===== src/rtl/dispatch_arbiter_if.sv =====
// Dispatch request/grant bundle between the per-FU skid buffers and the arbiter.
// Handshake: requester i transfers in the cycle where req_valid[i] & grant[i]; the buffer pops on that edge.
interface dispatch_arbiter_if;
  logic [2:0] req_valid;
  logic [2:0] rs_has_space;
  logic [2:0] grant;
  logic       grant_valid;
  logic [1:0] grant_idx;

  modport master (
    output req_valid,
    output rs_has_space,
    input  grant,
    input  grant_valid,
    input  grant_idx
  );

  modport slave (
    input  req_valid,
    input  rs_has_space,
    output grant,
    output grant_valid,
    output grant_idx
  );
endinterface


===== src/rtl/dispatch_arbiter.sv =====
// One-grant-per-cycle dispatch arbiter with ROB credit tracking and starvation aging.
// Define DISPATCH_ARB_RR_EN for a round-robin base policy; otherwise fixed priority ALU > branch > LSU.
module dispatch_arbiter #(
  parameter int ROB_DEPTH    = 16,
  parameter int STARVE_LIMIT = 8,
  parameter int OCC_W        = $clog2(ROB_DEPTH + 1),
  parameter int AGE_W        = $clog2(STARVE_LIMIT + 1)
) (
  input  logic               clk,
  input  logic               reset,
  dispatch_arbiter_if.slave  disp,
  input  logic               rob_retire,
  input  logic               mispredict,
  input  logic [OCC_W-1:0]   rob_occ_restore,
  output logic [OCC_W-1:0]   rob_occupancy,
  output logic               rob_credit_full,
  output logic [2:0]         starve_flag,
  output logic               err_underflow
);

  localparam logic [OCC_W-1:0] OCC_FULL = OCC_W'(ROB_DEPTH);
  localparam logic [AGE_W-1:0] AGE_MAX  = AGE_W'(STARVE_LIMIT);

  logic [OCC_W-1:0] occ;
  logic [OCC_W-1:0] occ_next;
  logic [OCC_W-1:0] restore_clamped;
  logic [AGE_W-1:0] age [3];
  logic             err_q;
  logic             underflow;
  logic             credit_full;
  logic [2:0]       eligible;
  logic [2:0]       starved;
  logic [2:0]       gnt;
  logic             gnt_any;
  logic [1:0]       gnt_idx;

  assign credit_full = (occ == OCC_FULL);

  always_comb begin
    eligible = '0;
    starved  = '0;
    for (int i = 0; i < 3; i++) begin
      eligible[i] = disp.req_valid[i] & disp.rs_has_space[i] & ~credit_full & ~mispredict & ~reset;
      starved[i]  = eligible[i] & (age[i] == AGE_MAX);
    end
  end

`ifdef DISPATCH_ARB_RR_EN
  logic [1:0] rr_ptr;
  logic [2:0] rr_sum;
  logic [1:0] rr_cand;
  logic       rr_found;
`endif

  always_comb begin
    gnt = '0;
`ifdef DISPATCH_ARB_RR_EN
    rr_sum   = '0;
    rr_cand  = '0;
    rr_found = 1'b0;
`endif
    if (starved[0])      gnt = 3'b001;
    else if (starved[1]) gnt = 3'b010;
    else if (starved[2]) gnt = 3'b100;
    else begin
`ifdef DISPATCH_ARB_RR_EN
      // Search rr_ptr, rr_ptr+1, rr_ptr+2 modulo 3; first eligible wins.
      for (int k = 0; k < 3; k++) begin
        rr_sum = {1'b0, rr_ptr} + 3'(k);
        if (rr_sum >= 3'd3) rr_sum = rr_sum - 3'd3;
        rr_cand = rr_sum[1:0];
        if (!rr_found && eligible[rr_cand]) begin
          gnt[rr_cand] = 1'b1;
          rr_found     = 1'b1;
        end
      end
`else
      if (eligible[0])      gnt = 3'b001;
      else if (eligible[1]) gnt = 3'b010;
      else if (eligible[2]) gnt = 3'b100;
`endif
    end
  end

  assign gnt_any = |gnt;

  always_comb begin
    gnt_idx = 2'd0;
    if (gnt[1])      gnt_idx = 2'd1;
    else if (gnt[2]) gnt_idx = 2'd2;
  end

  assign disp.grant       = gnt;
  assign disp.grant_valid = gnt_any;
  assign disp.grant_idx   = gnt_idx;

  assign restore_clamped = (rob_occ_restore > OCC_FULL) ? OCC_FULL : rob_occ_restore;

  // A grant paired with a retire nets to zero, even at occ=0.
  always_comb begin
    occ_next  = occ;
    underflow = 1'b0;
    if (mispredict) begin
      occ_next = restore_clamped;
    end else if (gnt_any && !rob_retire) begin
      occ_next = occ + OCC_W'(1);
    end else if (!gnt_any && rob_retire) begin
      if (occ == '0) underflow = 1'b1;
      else           occ_next  = occ - OCC_W'(1);
    end
  end

  always_ff @(posedge clk) begin
    if (reset) begin
      occ   <= '0;
      err_q <= 1'b0;
      for (int i = 0; i < 3; i++) age[i] <= '0;
    end else begin
      occ   <= occ_next;
      err_q <= err_q | underflow;
      // Ages hold while a valid requester is blocked by RS or credit back-pressure.
      for (int i = 0; i < 3; i++) begin
        if (mispredict || !disp.req_valid[i] || gnt[i]) age[i] <= '0;
        else if (eligible[i] && age[i] != AGE_MAX)        age[i] <= age[i] + AGE_W'(1);
      end
    end
  end

`ifdef DISPATCH_ARB_RR_EN
  always_ff @(posedge clk) begin
    if (reset)        rr_ptr <= 2'd0;
    else if (gnt_any) rr_ptr <= (gnt_idx == 2'd2) ? 2'd0 : gnt_idx + 2'd1;
  end
`endif

  always_comb begin
    starve_flag = '0;
    for (int i = 0; i < 3; i++) starve_flag[i] = (age[i] == AGE_MAX);
  end

  assign rob_occupancy   = occ;
  assign rob_credit_full = credit_full;
  assign err_underflow   = err_q;

endmodule


===== src/flat_wrapper.sv =====
// flat-port wrapper written by rule: the top's interface ports become plain ports
module dispatch_arbiter_flat 
#(
  parameter int ROB_DEPTH    = 16,
  parameter int STARVE_LIMIT = 8,
  parameter int OCC_W        = $clog2(ROB_DEPTH + 1),
  parameter int AGE_W        = $clog2(STARVE_LIMIT + 1)
)
  (clk, reset, rob_retire, mispredict, rob_occ_restore, rob_occupancy, rob_credit_full, starve_flag, err_underflow, disp_req_valid, disp_rs_has_space, disp_grant, disp_grant_valid, disp_grant_idx);
  dispatch_arbiter_if disp_i ();
  input  logic clk;
  input  logic reset;
  input  logic rob_retire;
  input  logic mispredict;
  input  logic [OCC_W-1:0] rob_occ_restore;
  output logic [OCC_W-1:0] rob_occupancy;
  output logic rob_credit_full;
  output logic [2:0] starve_flag;
  output logic err_underflow;
  input wire logic [$bits(disp_i.req_valid)-1:0] disp_req_valid;
  input wire logic [$bits(disp_i.rs_has_space)-1:0] disp_rs_has_space;
  output wire logic [$bits(disp_i.grant)-1:0] disp_grant;
  output wire logic [$bits(disp_i.grant_valid)-1:0] disp_grant_valid;
  output wire logic [$bits(disp_i.grant_idx)-1:0] disp_grant_idx;
  assign disp_i.req_valid = disp_req_valid;
  assign disp_i.rs_has_space = disp_rs_has_space;
  assign disp_grant = disp_i.grant;
  assign disp_grant_valid = disp_i.grant_valid;
  assign disp_grant_idx = disp_i.grant_idx;
  dispatch_arbiter #(.ROB_DEPTH(ROB_DEPTH), .STARVE_LIMIT(STARVE_LIMIT), .OCC_W(OCC_W), .AGE_W(AGE_W)) u_core (.clk(clk), .reset(reset), .disp(disp_i), .rob_retire(rob_retire), .mispredict(mispredict), .rob_occ_restore(rob_occ_restore), .rob_occupancy(rob_occupancy), .rob_credit_full(rob_credit_full), .starve_flag(starve_flag), .err_underflow(err_underflow));
endmodule

===== config.mk =====
export PLATFORM = sky130hd
export DESIGN_NAME = dispatch_arbiter_flat
export DESIGN_NICKNAME = d
export VERILOG_FILES = /design/src/rtl/dispatch_arbiter_if.sv /design/src/rtl/dispatch_arbiter.sv /design/src/flat_wrapper.sv
export SDC_FILE = /design/constraint.sdc
export NUM_CORES = 1
export LEC_CHECK = 0
export ABC_AREA = 0
export CORE_ASPECT_RATIO = 2
export CORE_UTILIZATION = 45
export DETAILED_ROUTE_END_ITERATION = 16
export PLACE_DENSITY_LB_ADDON = 0.05
export SYNTH_ARGS = -nofsm -noshare
export SYNTH_HDL_FRONTEND = slang
export SYNTH_SLANG_ARGS = --single-unit

===== constraint.sdc =====
create_clock -name clk -period 3.56 [get_ports clk]
set_clock_uncertainty 0.05 [all_clocks]
set_input_delay 0.712 -clock clk [delete_from_list [all_inputs] [get_ports clk]]
set_output_delay 0.712 -clock clk [all_outputs]
set_load 0.05 [all_outputs]

Yosys cells after proc, flatten, opt, wreduce, memory -nomap -nowiden:

Memory sizes are Yosys's and may differ from the RTL's.
Index checks and enable logic that the tools add are counted.
Widths: inputs -> output; s select.

* add/sub/neg operators: 5
* $lt $le $gt $ge: 1
* equality and inequality tests: 8
* multiplexer cells: 46
* bitwise operators: 25
* reduce and logical (&&, ||, !) cells: 20

Operators with widths (count)
* $mux 1: 27
* $mux 5: 5
* $mux 4: 6
* $mux 3: 6
* $and 1x1->1: 15
* $add 4x1->4 const B: 3
* $eq 4x4->1 const B: 3
* $ne 4x4->1 const B: 3
* $or 1x1->1: 7
* $logic_or 1x1->1: 6
* $add 5x1->5 const B: 1
* $eq 5x5->1 const B: 1
* $gt 5x5->1 const B: 1
* $logic_and 1x1->1: 5
* $logic_not 1->1: 5
* $logic_not 5->1: 1
* $sub 5x1->5 const B: 1
* $mux 2: 2
* $ne 3x2->1 const B: 1
* $not 1->1: 3
* $reduce_bool 3->1: 1
* $reduce_or 3->1: 1
* $reduce_and 2->1: 1

* register bits after elaboration: 6
* RAM bits: 12
* bits of input ports: 15
* memories: 1

Memories
* u_core.age: depth 3, bits a word 4, read ports 3, clocked after Yosys merged registers in 0, write ports 3, RTL line dispatch_arbiter.sv:27 `logic [AGE_W-1:0] age [3];`

Depth between registers and ports, before layout:

* depth after elaboration: 18
* gate-level depth with buffers: 13
* gate-level depth less buffers: 12

Least setup slack after synthesis:

OpenSTA, ideal clock, no wires.

* path kind: flip-flop to output port
* from: register u_core.occ[0] (netlist: u_core.rob_occupancy[0])
* to: output disp_grant_idx[0]
* arrival time: 3.467 ns
* required time: 2.798 ns
* setup slack: -0.669 ns
* cell stages (with the launch flop): 7
* path buffers: 2
* cell sequence: dfxtp_1 > nor4_4 > nand2_4 > inv_2 > buf_2 > nor4_1 > buf_4

* cells in the longest elaborated chain, start to end: 11
* elaborated cells on any way between the ends: 20
* those cells by class: eq/ne: 1; mux: 6; bitwise: 13

Ends and longest elaborated chain
* start: declaration: RTL line dispatch_arbiter.sv:24 `logic [OCC_W-1:0] occ;`
* start signal: assignment: RTL line dispatch_arbiter.sv:119 `occ <= occ_next;`
* $eq 5x5->1 *: RTL line dispatch_arbiter.sv:37 `assign credit_full = (occ == OCC_FULL);`
* via rob_credit_full: RTL line flat_wrapper.sv:17 `output logic rob_credit_full;`
* $not 1->1 *: RTL line dispatch_arbiter.sv:43 `eligible[i] = disp.req_valid[i] & disp.rs_has_space[i] & ~credit_full & ~mispredict & ~reset;`
* $and 1x1->1 (3 in a row): RTL line dispatch_arbiter.sv:43
* $mux 3: RTL line dispatch_arbiter.sv:79 `else if (eligible[1]) gnt = 3'b010;`
* $mux 3: RTL line dispatch_arbiter.sv:78 `if (eligible[0]) gnt = 3'b001;`
* $mux 3: RTL line dispatch_arbiter.sv:64 `else if (starved[2]) gnt = 3'b100;`
* $mux 3: RTL line dispatch_arbiter.sv:63 `else if (starved[1]) gnt = 3'b010;`
* $mux 3 *: RTL line dispatch_arbiter.sv:62 `if (starved[0]) gnt = 3'b001;`
* via disp_grant[1]: RTL line flat_wrapper.sv:22 `output wire logic [$bits(disp_i.grant)-1:0] disp_grant;`
* $mux 2 *: RTL line dispatch_arbiter.sv:89 `if (gnt[1]) gnt_idx = 2'd1;`
* end: declaration: RTL line flat_wrapper.sv:24 `output wire logic [$bits(disp_i.grant_idx)-1:0] disp_grant_idx;`

The timed path passes the listed nets; every way through them passes the cells marked *.

Final worst setup path:

* from: input mispredict
* to: output disp_grant[2]

* cells in the longest elaborated chain, start to end: 9
* elaborated cells on any way between the ends: 16
* those cells by class: mux: 6; bitwise: 10

Ends and longest elaborated chain
* start: declaration: RTL line flat_wrapper.sv:14 `input logic mispredict;`
* $not 1->1 *: RTL line dispatch_arbiter.sv:43
* $and 1x1->1 (2 in a row): RTL line dispatch_arbiter.sv:43
* $mux 3: RTL line dispatch_arbiter.sv:80 `else if (eligible[2]) gnt = 3'b100;`
* $mux 3: RTL line dispatch_arbiter.sv:79
* $mux 3: RTL line dispatch_arbiter.sv:78
* $mux 3: RTL line dispatch_arbiter.sv:64
* $mux 3: RTL line dispatch_arbiter.sv:63
* $mux 3 *: RTL line dispatch_arbiter.sv:62
* end: declaration: RTL line flat_wrapper.sv:22

Every way passes the cells marked *; elsewhere a longest branch is shown, timed or not.

==> metrics.cfg <==
[synth]
yosysSeqAreaShare=0.294
synth_edf_count=12
yosysWarnings=0
ys_types=62
syn_area_um2=1630
ys.flop_type=edfxtp_1
synthArstFlopShare=0
syn_inst=172
synth_seq_cells=18
syn_nets=197
syn-mean-instance-area_um2=9.49

[critical_path]
worstReg2RegEnd=u_core.rob_occupancy[2]
criticalPathCategory=input port to primary output
crit_end=disp_grant[2]
cpMostUsedCell=buf_4
path_delay_family=buffers and inverters
crit_fanout=6
cp.required_ns=2.80
cp_slowest_cell=clkdlybuf4s50_1
crit_start=mispredict
cp_cell_sequence=clkdlybuf4s50_1, nor2_2, and3_1, buf_4, and2_1, buf_4, nor4_2, buf_12
cp_num_buf_inv=4
r2r_slack_ns=0.53
arrival_ns=2.69
ff2ff_path_depth=12
cp.depth=8
startpoint_type=input port
r2r-start=u_core.age[2][0]
endpoint_kind=primary output
critPathMaxStageDelay_ns=0.62

[timing]
tightest_slew_ns=0.509
drv_slew=0
rsz0062_at_grt=yes
slew_headroom=0.660
finalHoldViolations=0
period_minus_slack_ns=3.46
fin_crit_sh=0.971
setup_viol=0
fin_ws_ns=0.104
fmax_mhz=289

[route]
via_per_inst=5.97
drc_errors=0
drt_pass1_iterations=4
wl_per_cell_um=17.3
ant_nets=0
wl_um=4530
initialDrtViolationCount=41
num_vias=1559

[global_routing]
grt_overflow=0
antenna_found_initial=0
grtUsageTotal=0.260
grt_pass1_vias=1568
grt_pass1_wl_um=7390
grt_max_degree=17

[finish]
finalNonFillerCells=261
fillers=295
drive_gt1_frac=0.239
final_cell_mix=24 x clkdlybuf4s50_1, 17 x nor2_1, 15 x inv_1, 15 x buf_4, 12 x edfxtp_1
area_delta_synth_final_pct=34.7
fin_nets=239
insertedDiodeCount=0
final_common_cell=clkdlybuf4s50_1

[placed_design]
pre_cts_ws_ns=-0.147
dp.cells=257
portBuffers=30
place.gp.congestion=0.896
dpl.hpwl_um=3630

[floorplanning]
initial_core_util=0.478
row_count=30
dieWidth_um=44.6
coreArea_um2=3420
die-area_um2=3890
die_y_um=87.2
pin_count=31

[power_and_ir_drop]
p_leak_nw=0.850
peakVddDrop_v=0.000206
total_power_mw=0.685
powerDensity_nw_per_um2=311

[hold_path]
whs_path_depth=2
hold_path_class=flip-flop to flip-flop

[clocking]
cts_root_buf=clkbuf_8
cts.htree.levels=1
clkLatencyLatePin_ns=0.26
cts_tree=yes
cts_made_buffers=3
clk_path_buf_depth=2
clkSlewWorstSetupHoldPaths_ns=0.07
clock_sinks=18

[outcome]
status=finished, final reports clean

[job]
max_cap_violations=0

layer usage:
metal	vias up	wire length [um]	GRT usage
met5	-	0	0
met2	53	2630	0.491
li1	732	-	-
met3	18	160	0.0311
met4	0	201	0.176
met1	756	1530	0.241
state kept, by name, indices dropped and copies added (netlist names):
| signal | cells |
|---|---|
| u_core.err_underflow | 1 |
| u_core.rob_occupancy | 5 |
| u_core.age | 12 |
cell usage after synthesis (4+ instances only):
cell,n,area (um^2)
nor2_1,17,63.8
inv_1,15,56.3
edfxtp_1,12,360
nand3_1,10,50.1
ha_1,9,113
nand2_1,9,33.8
a21oi_1,7,35.0
dfxtp_1,6,120
nand3b_1,5,37.5
nand4_1,4,25.0
xnor2_1,4,35.0
xor2_1,4,35.0
cell families (layout without fill, tap and decap cells):
family	count (synthesis)	in the layout	synth area share
simple gates	71	71	0.275
mux	1	1	0.00919
flops	18	18	0.294
compound gates	40	40	0.228
buf+inv	24	65	0.0690
xor+xnor	8	8	0.0429
fa+ha+maj	10	10	0.0812
final cells by class:
| type | count | area (um^2) | share of cell area |
|---|---|---|---|
| clock buffers | 3 | 41.3 | 0.0188 |
| multi-input cells | 130 | 1080 | 0.491 |
| flip-flops and latches | 18 | 480 | 0.218 |
| repair buffers | 45 | 473 | 0.215 |
| inverters | 16 | 60.1 | 0.0273 |
| well taps | 48 | 60.1 | 0.0273 |
| clock inverters | 1 | 3.75 | 0.00171 |
worst reg2reg max path, stage by stage, from the launching register on:
cell      delay (ns)
edfxtp_1        0.40
inv_1           0.06
ha_1            0.19
and3b_1         0.27
o211a_4         0.28
o311ai_4        0.24
inv_1           0.09
fa_1            0.43
xor2_1          0.20
o21ai_0         0.21
nand2_1         0.08
mux2_4          0.28
a41oi_2         0.18
power by group:
part           internal, mW  total (mW)  switching [mW]
registers             0.234       0.253          0.0190
logic                 0.117       0.281           0.164
clock network        0.0769       0.151          0.0739
total                 0.428       0.685           0.257
worst min path at each step:
| stage | from | end | slack [ns] |
|---|---|---|---|
| after floorplan | u_core.age[2][3] | u_core.age[2][3] | 0.52 |
| after CTS | u_core.err_underflow | u_core.err_underflow | 0.45 |
| after global placement | u_core.err_underflow | u_core.err_underflow | 0.41 |
| after detailed placement | u_core.err_underflow | u_core.err_underflow | 0.44 |
| after global routing | u_core.err_underflow | u_core.err_underflow | 0.47 |
| final | u_core.err_underflow | u_core.err_underflow | 0.45 |
timing repair:
action                                  in CTS  in global routing
endpoints found under the setup margin       0                  3
hold endpoints to repair                     0                  0
hold buffers                                 0                  0
resized for setup                            0                  3
buffers inserted                             0                  0
through the flow:
stage                     setup TNS, ns   util  hold slack, ns  cell area (um^2)
final                                 0  0.644           0.445              2200
after global placement          -0.0126  0.624           0.408              2130
after CTS                             0  0.637           0.455              2180
after detailed placement         -0.217  0.624           0.438              2130
after floorplan                       0      -           0.521              1650
after global routing           -0.00480  0.644           0.473              2200
(Power assumes the default switching activity.)
